--- config.mk ---
export PLATFORM = sky130hd
export DESIGN_NAME = snake_head_stepper
export DESIGN_NICKNAME = d
export VERILOG_FILES = /design/src/rtl/snake_head_stepper.sv
export SDC_FILE = /design/constraint.sdc
export NUM_CORES = 1
export LEC_CHECK = 0
export CAP_MARGIN = 10
export CORE_MARGIN = 2
export CORE_UTILIZATION = 46
export CTS_CLUSTER_SIZE = 10
export DETAILED_ROUTE_END_ITERATION = 12
export HOLD_SLACK_MARGIN = 0.15
export PLACE_DENSITY = 0.9
export SYNTH_ARGS = -nofsm -noshare
export SYNTH_HDL_FRONTEND = slang
export SYNTH_SLANG_ARGS = --single-unit
--- constraint.sdc ---
create_clock -name clk -period 2.8 [get_ports clk]
set_clock_uncertainty 0.15 [all_clocks]
set_input_delay 0.7 -clock clk [delete_from_list [all_inputs] [get_ports clk]]
set_output_delay 0.7 -clock clk [all_outputs]
set_load 0.01 [all_outputs]
--- src/rtl/snake_head_stepper.sv ---
// Snake head stepper: paces game steps, feeds the 5-bit adder with one
// coordinate and a +/-1 delta, and wraps the returned sum onto the grid.
module snake_head_stepper #(
    parameter int TICK_DIV = 4,
    parameter int GRID_X   = 32,
    parameter int GRID_Y   = 24
) (
    input  logic       clk,
    input  logic       reset,
    input  logic       enable,
    input  logic       btn_up,
    input  logic       btn_down,
    input  logic       btn_left,
    input  logic       btn_right,
    output logic [4:0] add_a,
    output logic [4:0] add_b,
    input  logic [4:0] add_s,
    output logic [4:0] head_x,
    output logic [4:0] head_y,
    output logic [1:0] dir,
    output logic       step_valid,
    output logic       running
);

    localparam int CW = $clog2(TICK_DIV);
    localparam logic [CW-1:0] CNT_MAX = CW'(TICK_DIV - 1);
    localparam logic [4:0] X_RST = 5'(GRID_X / 2);
    localparam logic [4:0] Y_RST = 5'(GRID_Y / 2);
    localparam logic [4:0] X_MAX = 5'(GRID_X - 1);
    localparam logic [4:0] Y_MAX = 5'(GRID_Y - 1);
    localparam logic [5:0] X_LIM = 6'(GRID_X);
    localparam logic [5:0] Y_LIM = 6'(GRID_Y);

    localparam logic [1:0] D_RIGHT = 2'd0;
    localparam logic [1:0] D_LEFT  = 2'd1;
    localparam logic [1:0] D_DOWN  = 2'd2;
    localparam logic [1:0] D_UP    = 2'd3;

    typedef enum logic [1:0] {S_IDLE, S_RUN, S_STEP} state_t;

    state_t        state_q, state_d;
    logic [CW-1:0] cnt_q, cnt_d;
    logic [4:0]    hx_q, hx_d, hy_q, hy_d;
    logic [1:0]    dir_q, dir_d, pdir_q, pdir_d;
    logic          sv_q, sv_d;

    logic       press, legal, step_legal;
    logic [1:0] chosen;
    logic       horiz, neg;
    logic [4:0] wrapped;

    always_comb begin
        press  = 1'b1;
        chosen = D_RIGHT;
        if (btn_up)         chosen = D_UP;
        else if (btn_down)  chosen = D_DOWN;
        else if (btn_left)  chosen = D_LEFT;
        else if (btn_right) chosen = D_RIGHT;
        else                press  = 1'b0;
    end

    // Opposite directions differ only in bit 0.
    assign legal      = press && (chosen != (dir_q ^ 2'd1));
    // A press during STEP must also not reverse the direction being committed.
    assign step_legal = legal && (chosen != (pdir_q ^ 2'd1));

    assign horiz = ~pdir_q[1];
    assign neg   = pdir_q[0];

    always_ff @(posedge clk or posedge reset) begin
        if (reset) begin
            state_q <= S_IDLE;
            cnt_q   <= '0;
            hx_q    <= X_RST;
            hy_q    <= Y_RST;
            dir_q   <= D_RIGHT;
            pdir_q  <= D_RIGHT;
            sv_q    <= 1'b0;
        end else begin
            state_q <= state_d;
            cnt_q   <= cnt_d;
            hx_q    <= hx_d;
            hy_q    <= hy_d;
            dir_q   <= dir_d;
            pdir_q  <= pdir_d;
            sv_q    <= sv_d;
        end
    end

    always_comb begin
        state_d = state_q;
        cnt_d   = cnt_q;
        pdir_d  = pdir_q;
        dir_d   = dir_q;
        hx_d    = hx_q;
        hy_d    = hy_q;
        sv_d    = 1'b0;
        wrapped = add_s;
        unique case (state_q)
            S_IDLE: begin
                cnt_d = '0;
                if (legal) begin
                    pdir_d  = chosen;
                    state_d = S_RUN;
                end
            end
            S_RUN: begin
                if (legal) pdir_d = chosen;
                if (enable) begin
                    if (cnt_q == CNT_MAX) begin
                        cnt_d   = '0;
                        state_d = S_STEP;
                    end else begin
                        cnt_d = cnt_q + 1'b1;
                    end
                end
            end
            S_STEP: begin
                if (step_legal) pdir_d = chosen;
                dir_d   = pdir_q;
                sv_d    = 1'b1;
                state_d = S_RUN;
                if (neg) begin
                    if (add_a == 5'd0) wrapped = horiz ? X_MAX : Y_MAX;
                end else begin
                    if ({1'b0, add_s} == (horiz ? X_LIM : Y_LIM)) wrapped = 5'd0;
                end
                if (horiz) hx_d = wrapped;
                else       hy_d = wrapped;
            end
            default: state_d = S_IDLE;
        endcase
    end

    always_comb begin
        add_a   = 5'd0;
        add_b   = 5'd0;
        running = (state_q == S_RUN) || (state_q == S_STEP);
        if (state_q == S_STEP) begin
            add_a = horiz ? hx_q : hy_q;
            add_b = neg ? 5'b11111 : 5'b00001;
        end
    end

    assign head_x     = hx_q;
    assign head_y     = hy_q;
    assign dir        = dir_q;
    assign step_valid = sv_q;

endmodule

Yosys cells after proc, flatten, opt, wreduce, memory -nomap -nowiden
Cells that the tools add are included.

Output and inout bits: 24. Register bits after elaboration: 19. Logic and storage cells: 62. Input bits: 12.

$add $sub $neg: 1. Reduce and logical (&&, ||, !) cells: 13. Equality and inequality tests: 11. Multiplexer cells: 27. Bitwise logic cells: 3.

Operator list (count): 2-to-1 mux 5 bit (7); 2-to-1 mux 2 bit (9); != test 2 bit, second input constant (4); one-hot mux 2 bit (2 select lines) (2); equality test 5 x 6 -> 1 bit (1); 2-to-1 mux 1 bit (6); 2-to-1 mux 6 bit (1); one-hot mux 2 bit (3 select lines) (1); AND reduction 2 bit (3); AND reduction 3 bit (2); logical NOT 5 bit (1); equality test 2 bit, second input constant (2); 2-to-1 mux 4 bit (1); != test 2 bit (2); nonzero test 2 bit (2); NOT 1 bit (3); adder 2 x 1 -> 2 bit, second input constant (1); equality test 2 x 1 -> 1 bit, second input constant (1); logical AND 1 bit (2); logical NOT 2 bit (1); != test 2 x 1 -> 1 bit, second input constant (1); OR reduction 2 bit (1); logical OR 1 bit (1).

Longest topological paths before layout
Word-level depth: 8. Mapped depth: 7. Gate-level depth less buffers: 6.

Worst setup path before layout
Ideal clock, no wire load.

Kind: input to register. Start: input btn_down. End: register pdir_q[0]. Library setup time: 0.128 ns. Required time: 2.522 ns. Cell stages on the path: 5. Slack: 0.555 ns. Buffers on the path: 0. Data arrival time: 1.967 ns. Cells stage by stage: or4b_1 -> a21oi_2 -> nor3_1 -> a22oi_2 -> mux2_1.

Cells in the longest elaborated chain, start to end: 7. Elaborated cells between the ends (all ways): 14. Classes of those cells: eq/ne: 4; mux: 7; reduce/logical: 3.

Ends and longest elaborated chain: start, declared (line 12) `input logic btn_down,`; 2-to-1 mux 2 bit (line 56) `else if (btn_down) chosen = D_DOWN;`; 2-to-1 mux 2 bit (line 55) `if (btn_up) chosen = D_UP;`; != test 2 bit (line 63) `assign legal = press && (chosen != (dir_q ^ 2'd1));`; logical AND 1 bit (line 63); logical AND 1 bit (line 65) `assign step_legal = legal && (chosen != (pdir_q ^ 2'd1));`; != test 2 bit (no line); AND reduction 3 bit (no line); end signal, assigned (line 85) `pdir_q <= pdir_d;`; end, declared (line 44) `logic [1:0] dir_q, dir_d, pdir_q, pdir_d;`.

Several ways; a longest one is shown, not always the timed one. The select of a mux whose other input is x is not followed. A chain may end at the register's enable or synchronous reset.

Worst setup path in the final report
Start: register pdir_q[1]. End: output add_a[3].

Cells in the longest elaborated chain, start to end: 2.

Ends and longest elaborated chain: 2-to-1 mux 5 bit (line 140) `add_a = horiz ? hx_q : hy_q;`; 2-to-1 mux 5 bit (line 139) `if (state_q == S_STEP) begin`; end, declared (line 15) `output logic [4:0] add_a,`.

No other way between the ends.

==> metrics.yaml <==
min_period_ns: 2.679
routed_wl_um: 2748
cp-startpoint: "pdir_q[1]"
yosysMostFrequentCell: "dfrtp_1"
die_w_um: 54.08
gp_congestion: 0.7658
synth_area_um2: 1154
drt-initial-drc-count: 16
post-route-util: 0.6574
io_pins: 36
cp_top_family: "flip-flops"
vias_per_cell: 5.416
grt_max_degree: 20
cp-start-kind: "flip-flop"
ys_types: 37
synth-edff-count: 0
area_growth_pct: 38.61
max_slew_margin: 0.5302
path_buf_inv: 1
final_nets: 179
track_usage: 0.2140
core_area_um2: 2432
required_ns: 1.95
synthFlopType: "dfrtp_1"
port-buffer-count: 35
peakVddDrop_v: 0.0006486
multi_input_area_um2: 610.6
clock-sinks: 19
synth_common_cells: "dfrtp_1, nor2_1, nand2_1, inv_1"
antenna_left: 0
ys_warn_count: 0
htree_num_levels: 1
synth_area_leaders: "dfrtp_1, dfstp_2, ha_1, mux2i_1, nor2_1"
antenna_found_initial: 0
ys_seq_area_frac: 0.4154
fp.dieH_um: 54.08
clock-root-buffer: "clkbuf_4"
syn_nets: 138
fin_tns_setup_ns: 0
yosys.area.top_type: "dfrtp_1"
dp_hpwl_um: 2029
min_path_type: "flip-flop to flip-flop"
crit_path_max_incr_delay_ns: 0.53
dieArea_um2: 2925
power_density_nw_per_um2: 1105
worst-setup-path-type: "flip-flop to primary output"
grt_pass1_wl_um: 4436
fin_crit_sh: 0.9569
maxClockFrequency_ghz: 0.3732
cellLeakagePower_nw: 0.7086
yosysTopAreaCellShare: 0.3471
synth-seq-cells: 19
end_kind: "primary output"
finalSetupViolations: 0
status: "finished, final reports clean"
rsz0062_at_grt: "no"
grt_pass1_vias: 951
clock_latency_ns: 0.29
grt.overflow.total: 0
hp-start: "head_y[2]"
synthCells: 120
initial_core_util: 0.4743
seqCellArea_um2: 480.5
cts_buffers: 3
antenna_cells_inserted: 0
maxCapViolCount: 0
fill_cells: 208
worst_slew_pin_slew_ns: 0.7039
hold_viol_final: 0
wl_per_cell_um: 14.46
slowest_stage: "dfrtp_2"
clockBufferDepth: 2
synthArstFlopShare: 1.000
clk_pin_slew_worst_paths_ns: 0.10
cp.arrival_ns: 1.83
path_cells: "mux2_1 -> and2_1 -> clkdlybuf4s50_1"
route.detailed.drc: 0
path_max_fanout: 13
drt_pass1_iterations: 4
r2r_start: "pdir_q[1]"
syn_avg_cell_area_um2: 9.613
vias: 1029
cts_tree: "done"
drv_slew: 0
final_layout_size_suffix_gt1_frac: 0.1625
num_rows: 18
hold_buffers: 0
## final cells by class
class,count,area share
Multi-Input combinational cell,85,0.3818
Sequential cell,19,0.3005
Timing Repair Buffer,43,0.2567
Tap cell,30,0.02347
Inverter,9,0.02113
Clock buffer,4,0.01643
## logic make-up after synthesis
group	Yosys count	synth area share
AOI/OAI and AO/OA	25	0.1464
buffers and inverters	16	0.06832
and+or+nand+nor	42	0.1942
DFF	19	0.4154
muxes	12	0.1106
adders and majority gates	6	0.06507
## per-stage QoR
stage / cell area, µm² / setup slack [ns] / hold WS, ns / instances / power, mW
floorplan: 1154 / 0.5555 / 0.3198 / 120 / 1.125
global route: 1599 / 0.01631 / 0.3598 / 190 / 1.908
detailed placement: 1534 / -0.1189 / 0.3295 / 183 / 1.582
finish: 1599 / 0.1206 / 0.3465 / 190 / 1.766
global placement: 1534 / 0.009559 / 0.3223 / 183 / 1.539
CTS: 1574 / 0.05745 / 0.3441 / 187 / 1.735
## worst register-to-register path: stages, from the launching register on
cell	delay, ns
dfrtp_2	0.52
or4b_1	0.55
a21oi_1	0.16
a311oi_1	0.07
a22oi_2	0.24
mux2_1	0.34
## what timing repair did
action                                  in CTS  in global routing
pin swaps                                    0                  0
endpoints found under the hold margin        0                  0
endpoints found under the setup margin      10                  6
gates cloned                                 0                  0
gates resized for setup                      3                  2
setup buffers                                0                  3
## worst paths after layout
kind,end,slack [ns],cells after the start
worst max register to register,pdir_q[0],0.66,5
worst min-delay path,head_y[2],0.35,2
worst max-delay path,add_a[3],0.12,3
min in group asynchronous,head_y[4],0.67,2
max in group asynchronous,pdir_q[1],1.34,2
worst min register to register,head_y[2],0.35,2
## cells in the final DEF (no fill, tap or decap), drive strengths merged
cell	Yosys	routed
clkbuf	1	4
inv	9	9
nand2	11	11
mux2i	6	6
a21boi	1	1
a22o	1	1
mux2	6	6
dfstp	3	3
o21ai	8	8
nand2b	1	1
or4b	2	2
dlymetal6s2s	0	1
a311oi	1	1
a21oi	7	7
and4bb	1	1
or4bb	1	1
nor2	13	13
or3	1	1
nand3	1	1
clkdlybuf4s50	0	34
dfrtp	16	16
and2	3	3
buf	6	8
nor4b	1	1
nor3	2	2
ha	6	6
nor2b	3	3
or2	1	1
nand4b	1	1
o32ai	1	1
a32o	1	1
o31ai	3	3
a22oi	1	1
o21bai	1	1
## power breakdown
group / internal (mW) / leakage, nW / total (mW) / switching (mW)
clock network: 0.0554 / 0.0150 / 0.135 / 0.0799
logic: 0.585 / 0.478 / 1.06 / 0.478
registers: 0.423 / 0.216 / 0.569 / 0.146
## flip-flops by register name (all words and copies together) (netlist names)
signal and cells:
head_x 5, head_y 5, cnt_q 2, dir 2, pdir_q 2, state_q 2, step_valid 1
## metal layers
metal	track usage	part of all wire	vias to the layer above
met5	0	0	-
met4	0.07500	0.0069	0
met3	0.03056	0.053	2
met2	0.3780	0.50	37
met1	0.2649	0.44	494
li1	-	-	496
Power figures use the tool's default switching activity.
==> RTL edit (config.mk and constraints unchanged) <==
Reset style: synchronous (`reset`), changed in one clocked block.
--- a/src/rtl/snake_head_stepper.sv
+++ b/src/rtl/snake_head_stepper.sv
@@ -67,7 +67,7 @@
     assign horiz = ~pdir_q[1];
     assign neg   = pdir_q[0];
 
-    always_ff @(posedge clk or posedge reset) begin
+    always_ff @(posedge clk) begin
         if (reset) begin
             state_q <= S_IDLE;
             cnt_q   <= '0;
Behaviour: differs if reset is asserted again (counterexample within 4 cycles, from zero or initial values and one cycle with reset high); with reset held inactive, the same outputs for 10 cycles.
==> RTL edit against the unedited design <==
Non-clock buffer count is 4 lower; worst setup slack worse by 0.00088 ns; count of clock-buffer cells in the layout is 1 lower; area after synthesis is 2.7% lower; routed wire length is 3.2% higher; sequential cell count unchanged; design area is 3.6% lower; largest cell class unchanged; highest routed layer unchanged.
Power is not compared: it rests on default switching activity, and its combinational part moved more than twofold at a synthesized area within 25%.
==> RTL edit: results (changes against the unedited design) <==
Placement
  – Setup WS pre-CTS: 0.0793 ns (+0.198 ns)
  – Inst Count DP: 194 (+6.0%)
  – Area post-placement: 1480 um^2 (-3.3%)
  – Dpl hpwl: 2180 um (+7.3%)
  – GPL Wtd Cong: 0.824 (+7.5%)

Detailed routing
  – Routed len/inst: 14.3 um (-1.0%)
  – Routed vias: 1091 (+6.0%)
  – Met2 WL: 1410 um (+2.5%)
  – Drt pass-1 iters: 4 (unchanged)
  – Remaining antenna violation count: 0 (unchanged)
  – Initial DRC count: 13 (-3)
  – DR top layer: met4
  – Post-Route M1 WL: 1280 um (+6.4%)
  – DR WL met3: 128 um (-12%)

Final layout
  – Clock buf/inv share: 1.79% (+0.14 points)
  – Non-clk invs: 7 (-2)
  – Register Area: 380 um^2 (-21%)
  – Share of post-route cells with drive strength above 1: 8.82% (-7.4 points)
  – Buffers outside the clock class: 39 (-9.3%)
  – Buffer share of cell area: 25.6% (about the same)
  – Sequential share of cell area: 24.7% (-5.4 points)
  – # fillers: 198 (-4.8%)
  – Clk_buf instances: 3 (-1)
  – Final non-filler cell total: 198 (+4.2%)
  – Multi-input comb cells: 101 (+19%)
  – Multi-input gate share of total cell area: 43.9% (+5.7 points)

Logic synthesis
  – Mapped Nets: 153 (+11%)
  – Post-synthesis sequential area ratio: 33.9% (-7.6 points)
  – Adder-cell share of the synthesized area: 6.69% (+0.18 points)
  – Unique masters post-synth: 39 (+5.4%)
  – Synth async-reset ratio: 0% (-100 points)
  – Synth Area in Compound Gates: 17.4% (+2.7 points)
  – Yosys reg bits: 19 (unchanged)
  – Syn Inst Count: 135 (+13%)
  – Top post-synthesis cells by count: 28 x nor2_1, 19 x dfxtp_1, 10 x nor3_1, 7 x mux2i_1
  – Xor/xnor cell area share of the yosys netlist: 0.780% (+0.78 points)
  – Synth area leaders: dfxtp_1 34%, nor2_1 9.4%, ha_1 6.7%
  – Syn. warnings: 0 (unchanged)
  – Post-synthesis mux area share: 7.25% (-3.8 points)

Global route
  – Overall Global Routing Usage: 21.6% (+0.17 points)
  – Met2 GRT Util: 39.7% (+1.9 points)
  – Largest net degree at the start of global routing: 15 (-25%)
  – M3 GR Usage: 3.39% (+0.33 points)
  – GR Layer Usage met1: 25.1% (-1.4 points)
  – Global-route wire length before repair: 4570 um (+3.0%)

Clocking
  – Post-CTS Repair Setup Buffers: 0 (unchanged)
  – Skew-Pair Late Insertion Delay: 0.29 ns (about the same)
  – Max clock buf depth: 2 (unchanged)
  – Post_cts resized: 0 (-3)

Critical path
  – Crit path DAT: 1.83 ns (about the same)
  – Delay-heaviest family, CP: buffers and inverters
  – Worst Path Max Fanout: 9 (-4)
  – Largest stage delay on the critical path: 0.53 ns (about the same)
  – CP max-delay cell: clkdlybuf4s50_1

Power and ir drop
  – Switching Share: 36.9%
  – LEAKAGE: 0.682 nW

STA
  – Max-slew headroom: 68.9% (+16 points)

Outcome
  – Status: finished, final reports clean
==> RTL edit: cell types whose count changed after synthesis, moves of 8 or more <==
cell     delta
nor3_1      +8
nor2_1     +15
dfxtp_1    +19
nand2_1     -8
dfrtp_1    -16
==> RTL edit: worst paths after layout <==
| kind | start | end | slack (ns) |
|---|---|---|---|
| max | state_q[0]$_SDFFE_PP0P_ | add_a[3] | 0.12 |
| min | cnt_q[1]$_SDFFE_PP0P_ | cnt_q[1]$_SDFFE_PP0P_ | 0.38 |
| max reg2reg | pdir_q[1]$_SDFFE_PP0P_ | pdir_q[0]$_SDFFE_PP0P_ | 0.75 |
| min reg2reg | cnt_q[1]$_SDFFE_PP0P_ | cnt_q[1]$_SDFFE_PP0P_ | 0.38 |
==> RTL edit: worst register-to-register path: stages (launching register included) <==
cell     delay (ns)
dfxtp_1        0.41
buf_4          0.21
or4_1          0.52
a31oi_1        0.17
o31a_2         0.17
mux2_1         0.31
